**config.mk**
```make
export PLATFORM = sky130hd
export DESIGN_NAME = adc_channel_sequencer
export DESIGN_NICKNAME = d
export VERILOG_FILES = /design/src/rtl/adc_channel_sequencer.sv
export SDC_FILE = /design/constraint.sdc
export NUM_CORES = 1
export LEC_CHECK = 0
export BUFFER_PORTS_ARGS = -buffer_cell sky130_fd_sc_hd__buf_2
export CORE_MARGIN = 3
export CORE_UTILIZATION = 58
export CTS_CLUSTER_DIAMETER = 200
export DETAILED_ROUTE_END_ITERATION = 8
export PLACE_DENSITY = 0.8
export SYNTH_ARGS = -nofsm -noshare
export SYNTH_HDL_FRONTEND = slang
export SYNTH_SLANG_ARGS = --single-unit
```
**constraint.sdc**
```tcl
create_clock -name clk -period 2.9 [get_ports clk]
set_input_delay 0.58 -clock clk [delete_from_list [all_inputs] [get_ports clk]]
set_output_delay 0.58 -clock clk [all_outputs]
set_load 0.05 [all_outputs]
```
**src/rtl/adc_channel_sequencer.sv**
```systemverilog
// adc_channel_sequencer: sweeps ADC channels 0..chan_last over SPI and writes {channel, sample} words to a FIFO.
// Optional feature: define ADC_SWEEP_TAG_EN to tag each word with a 13-bit sweep counter in out_data[31:19].
module adc_channel_sequencer #(
    parameter int CLK_DIV = 4,
    parameter int CS_HIGH = 8
) (
    input  logic        clk,
    input  logic        rst,
    input  logic        start,
    input  logic [2:0]  chan_last,
    input  logic        fifo_prog_full,
    input  logic        adc_sdo,
    output logic        adc_sclk,
    output logic        adc_cs_n,
    output logic        adc_sdi,
    output logic [31:0] out_data,
    output logic        out_valid,
    output logic        busy
);

    typedef enum logic [2:0] {IDLE, GAP, SETUP, SHIFT, HOLD} state_t;

    localparam logic [7:0] DIV_TOP     = 8'(CLK_DIV - 1);
    localparam logic [7:0] GAP_TOP     = 8'(CS_HIGH - 1);
    localparam logic [5:0] LAST_TOGGLE = 6'd32;

    state_t      state, state_nxt;
    logic [2:0]  chan, chan_nxt;
    logic [2:0]  sweep_last, sweep_last_nxt;
    logic [7:0]  gap_cnt, gap_cnt_nxt, gap_inc;
    logic [7:0]  div_cnt, div_cnt_nxt;
    logic [5:0]  tog_cnt, tog_cnt_nxt;
    logic [15:0] sample, sample_nxt;
    logic [15:0] cmd, cmd_nxt;
    logic        sclk_nxt, cs_n_nxt, sdi_nxt, valid_nxt;
    logic [31:0] data_nxt;
    logic [12:0] tag;

`ifdef ADC_SWEEP_TAG_EN
    logic [12:0] sweep_cnt, sweep_cnt_nxt;
    assign tag = sweep_cnt;
`else
    assign tag = 13'd0;
`endif

    assign busy = (state != IDLE);

    // gap_cnt holds the number of cycles adc_cs_n has already been high; saturates so long stalls are harmless
    assign gap_inc = (gap_cnt == 8'hFF) ? gap_cnt : gap_cnt + 8'd1;

    always_ff @(posedge clk or posedge rst) begin
        if (rst) begin
            state <= IDLE;
        end else begin
            state <= state_nxt;
        end
    end

    always_ff @(posedge clk or posedge rst) begin
        if (rst) begin
            chan       <= 3'd0;
            sweep_last <= 3'd0;
            gap_cnt    <= 8'd0;
            div_cnt    <= 8'd0;
            tog_cnt    <= 6'd0;
            sample     <= 16'd0;
            cmd        <= 16'd0;
            adc_sclk   <= 1'b0;
            adc_cs_n   <= 1'b1;
            adc_sdi    <= 1'b0;
            out_valid  <= 1'b0;
            out_data   <= 32'd0;
`ifdef ADC_SWEEP_TAG_EN
            sweep_cnt  <= 13'd0;
`endif
        end else begin
            chan       <= chan_nxt;
            sweep_last <= sweep_last_nxt;
            gap_cnt    <= gap_cnt_nxt;
            div_cnt    <= div_cnt_nxt;
            tog_cnt    <= tog_cnt_nxt;
            sample     <= sample_nxt;
            cmd        <= cmd_nxt;
            adc_sclk   <= sclk_nxt;
            adc_cs_n   <= cs_n_nxt;
            adc_sdi    <= sdi_nxt;
            out_valid  <= valid_nxt;
            out_data   <= data_nxt;
`ifdef ADC_SWEEP_TAG_EN
            sweep_cnt  <= sweep_cnt_nxt;
`endif
        end
    end

    always_comb begin
        state_nxt      = state;
        chan_nxt       = chan;
        sweep_last_nxt = sweep_last;
        gap_cnt_nxt    = gap_cnt;
        div_cnt_nxt    = div_cnt;
        tog_cnt_nxt    = tog_cnt;
        sample_nxt     = sample;
        cmd_nxt        = cmd;
        sclk_nxt       = adc_sclk;
        cs_n_nxt       = adc_cs_n;
        sdi_nxt        = adc_sdi;
        valid_nxt      = 1'b0;
        data_nxt       = out_data;
`ifdef ADC_SWEEP_TAG_EN
        sweep_cnt_nxt  = sweep_cnt;
`endif

        case (state)
            IDLE: begin
                gap_cnt_nxt = gap_inc;
                if (start) begin
                    state_nxt      = GAP;
                    chan_nxt       = 3'd0;
                    sweep_last_nxt = chan_last;
                end
            end

            // A frame may begin only once the next cycle would complete the minimum chip-select high time
            GAP: begin
                if (!start) begin
                    state_nxt   = IDLE;
                    gap_cnt_nxt = gap_inc;
                end else if (gap_cnt >= GAP_TOP && !fifo_prog_full) begin
                    state_nxt   = SETUP;
                    cs_n_nxt    = 1'b0;
                    sdi_nxt     = chan[2];
                    cmd_nxt     = {chan[1:0], 14'd0};
                    div_cnt_nxt = 8'd0;
                    tog_cnt_nxt = 6'd0;
                end else begin
                    gap_cnt_nxt = gap_inc;
                end
            end

            SETUP: begin
                state_nxt   = SHIFT;
                div_cnt_nxt = div_cnt + 8'd1;
            end

            // Every CLK_DIV cycles: toggle SCLK for 32 half-periods, then one more half-period before releasing CS
            SHIFT: begin
                if (div_cnt == DIV_TOP) begin
                    div_cnt_nxt = 8'd0;
                    if (tog_cnt == LAST_TOGGLE) begin
                        state_nxt = HOLD;
                        cs_n_nxt  = 1'b1;
                        sdi_nxt   = 1'b0;
                        valid_nxt = 1'b1;
                        data_nxt  = {tag, chan, sample};
                    end else begin
                        sclk_nxt    = ~adc_sclk;
                        tog_cnt_nxt = tog_cnt + 6'd1;
                        if (!adc_sclk) begin
                            sample_nxt = {sample[14:0], adc_sdo};
                        end else begin
                            sdi_nxt = cmd[15];
                            cmd_nxt = {cmd[14:0], 1'b0};
                        end
                    end
                end else begin
                    div_cnt_nxt = div_cnt + 8'd1;
                end
            end

            HOLD: begin
                state_nxt   = GAP;
                gap_cnt_nxt = 8'd1;
                if (chan == sweep_last) begin
                    chan_nxt       = 3'd0;
                    sweep_last_nxt = chan_last;
`ifdef ADC_SWEEP_TAG_EN
                    sweep_cnt_nxt  = sweep_cnt + 13'd1;
`endif
                end else begin
                    chan_nxt = chan + 3'd1;
                end
            end

            default: begin
                state_nxt = IDLE;
            end
        endcase
    end

endmodule

```
==> out/metrics.csv <==
stage,metric,value,unit
cts,h-tree-depth,3,
job,max-cap-violations,0,
synth,yosys_register_bits,72,
synth,synth.avg_cell_area,12.2,um2
cts,postCtsHoldBufs,0,
timing,whs,0.339,ns
critical_path,r2r-start,div_cnt[0],
global_route,grt-ovfl-total,0,
cts,cts_tree,done,
critical_path,crit_path_top_delay_cell,or4b_4,
cells_and_area,syn_to_final_growth,9.71,%
synth,async_flop_share,1.00,
die,pin_count,45,
drt,drt_iter0_markers,182,
timing,max_slew_margin,0.540,
drt,detail-route-antenna-nets,0,
cts,path_clk_slew,0.07,ns
drt,drc,0,
die,core,5990,um2
cells_and_area,layout_common_cells,"dfrtp_1 (71), buf_2 (31), mux2_4 (28)",
timing,max_freq,424,MHz
timing,finalSetupViolations,0,
cts,clock_latency,0.34,ns
critical_path,required,3.13,ns
critical_path,crit_buf_inv,0,
critical_path,path_cells,ha_1 -> or4b_4 -> nor3_4 -> and2_4 -> mux2_4,
die,design.die.area,7280,um2
die,initial_utilization,0.609,
cts,cts_setup_buffers,0,
global_route,grt_pass1_vias,2389,
critical_path,crit_type,register to register,
cts,clock_sinks,72,
drt,wl_per_cell,15.5,um
cells_and_area,layoutNonFillerInstCount,415,
drt,viasPerCell,5.82,
timing,fin_crit_sh,0.813,
global_route,antenna_found_initial,0,
die,die_h,85.3,um
global_route,grt_max_degree,41,
critical_path,worstSetupStartpointType,register,
cts,cts-root-buf,clkbuf_8,
drt,drtPass1Iterations,4,
timing,hold_viol,0,
synth,yosys_warnings,0,
placement,gp_congestion,0.859,
synth,synth.yosys.seq_area_share,0.494,
timing,timing.setup.tns,0,ns
cells_and_area,nets,348,
synth,synth_area,3650,um2
placement,post_dp_cell_area,3810,um2
placement,port_buffers,31,
synth,synth_flop_cell,dfrtp_1,
power_and_ir_drop,leakagePower,1.88,nW
critical_path,ff2ff_setup_slack,0.54,ns
power_and_ir_drop,powerDensity,834,nW/um2
cts,cts_made_buffers,9,
cells_and_area,final_common_cell,dfrtp_1,
critical_path,worst_ep_arrival_time,2.59,ns
synth,synth_cells,299,
cells_and_area,stdcell_area,4000,um2
timing,min_period,2.36,ns
timing,rsz0062_at_grt,false,
min_path,hp-class,input port to asynchronous set/reset pin,
cts,clockBufferDepth,2,
synth,ys_types,59,
critical_path,ff2ff_path_depth,5,
die,rows,28,
global_route,grt_pass1_wl,11300,um
placement,dp.cells,399,
placement,dp_hpwl,4500,um
critical_path,cpLargestDelayFamily,simple AND/OR/NAND/NOR gates,
critical_path,cp_max_fo,20,
critical_path,endpoint_kind,register,
cts,cts_resized,0,
drt,num_vias,2417,
cells_and_area,antennaDiodeCount,0,
critical_path,worstSetupPathDepth,5,
timing,tightest_slew,0.689,ns
critical_path,r2r-end,out_data[15],
drt,wirelength,6430,um
global_route,grt_usage,0.195,
timing,slew_viol_final,0,
critical_path,max_stage_delay,0.51,ns
power_and_ir_drop,ir_worst_vdd,495,uV
timing,clock_skew,0.00780,ns
die,die_w,85.3,um
cells_and_area,drive_gt1_frac,0.303,
synth,synth_edf_count,0,
status,status,"complete, no violations",
==> logic make-up (layout without fill, tap and decap cells) <==
kind of cell	after synthesis	count (layout)	synth area share
and+or+nand+nor	84	84	0.146
DFF	72	72	0.494
AOI/OAI and AO/OA	56	56	0.105
muxes	44	44	0.163
buffers and inverters	29	58	0.0542
xor gates and xnor gates	8	8	0.0192
adders and majority gates	5	5	0.0171
other	1	13	0.00103
==> layer usage <==
metal | GRT usage | up-vias | wire length, um
li1 | - | 1160 | -
met2 | 0.322 | 63 | 3080
met4 | 0.0906 | 0 | 146
met5 | 0 | - | 0
met1 | 0.248 | 1178 | 2910
met3 | 0.0350 | 16 | 294
==> per-stage QoR <==
stage | worst slack, ns | power (W) | util
5_1_grt | 0.416 | 0.00357 | 0.668
2_1_floorplan | 0.497 | 0.00237 | -
3_5_place_dp | 0.539 | 0.00259 | 0.637
4_1_cts | 0.529 | 0.00336 | 0.668
3_3_place_gp | 0.606 | 0.00254 | 0.637
6_report | 0.543 | 0.00334 | 0.668
==> worst max-delay path by stage <==
| stage | from | to | slack [ns] |
|---|---|---|---|
| global route | div_cnt[0] | out_data[5] | 0.42 |
| CTS | div_cnt[0] | out_data[11] | 0.53 |
| floorplan | rst | adc_sclk | 0.50 |
| detailed placement | div_cnt[0] | out_data[11] | 0.54 |
| global placement | div_cnt[0] | out_data[16] | 0.61 |
| finish | div_cnt[0] | out_data[15] | 0.54 |
==> synthesized netlist by cell type (4+ instances only) <==
library cell	number	area, um2
mux2i_1	4	40.0
or4_1	4	30.0
or3_1	5	31.3
a21oi_1	10	50.1
nor2_1	10	37.5
o21ai_0	13	65.1
mux2_2	12	135
buf_4	13	97.6
nand2_1	12	45.0
inv_1	7	26.3
dfrtp_1	71	1780
ha_1	5	62.6
nor2b_1	4	25.0
nand4_1	5	31.3
nor3_1	5	25.0
clkbuf_1	6	22.5
a22o_1	5	43.8
nand3_1	13	65.1
xnor2_1	7	61.3
mux2_4	28	420
and3_1	4	25.0
==> power by group <==
part	switching [W]	internal (W)	total, W
Combinational	0.000588	0.000426	0.00101
Clock	0.000366	0.000396	0.000762
Sequential	0.000319	0.00124	0.00156
Total	0.00127	0.00206	0.00334
==> layout make-up <==
cell class	instances	area (um2)
clock inverters	5	57.6
clock buffers	11	131
fillers	440	1990
repair buffers	35	198
flip-flops and latches	72	1800
well taps	75	93.8
multi-input cells	210	1690
inverters	7	26.3
==> state kept, by name, indices dropped and copies added (netlist names) <==
signal / flops
adc_cs_n: 1
adc_sclk: 1
adc_sdi: 1
chan: 3
cmd: 2
div_cnt: 8
gap_cnt: 8
out_data: 19
out_valid: 1
sample: 16
state: 3
sweep_last: 3
tog_cnt: 6
Note: power is estimated with default switching activity, not from simulation.
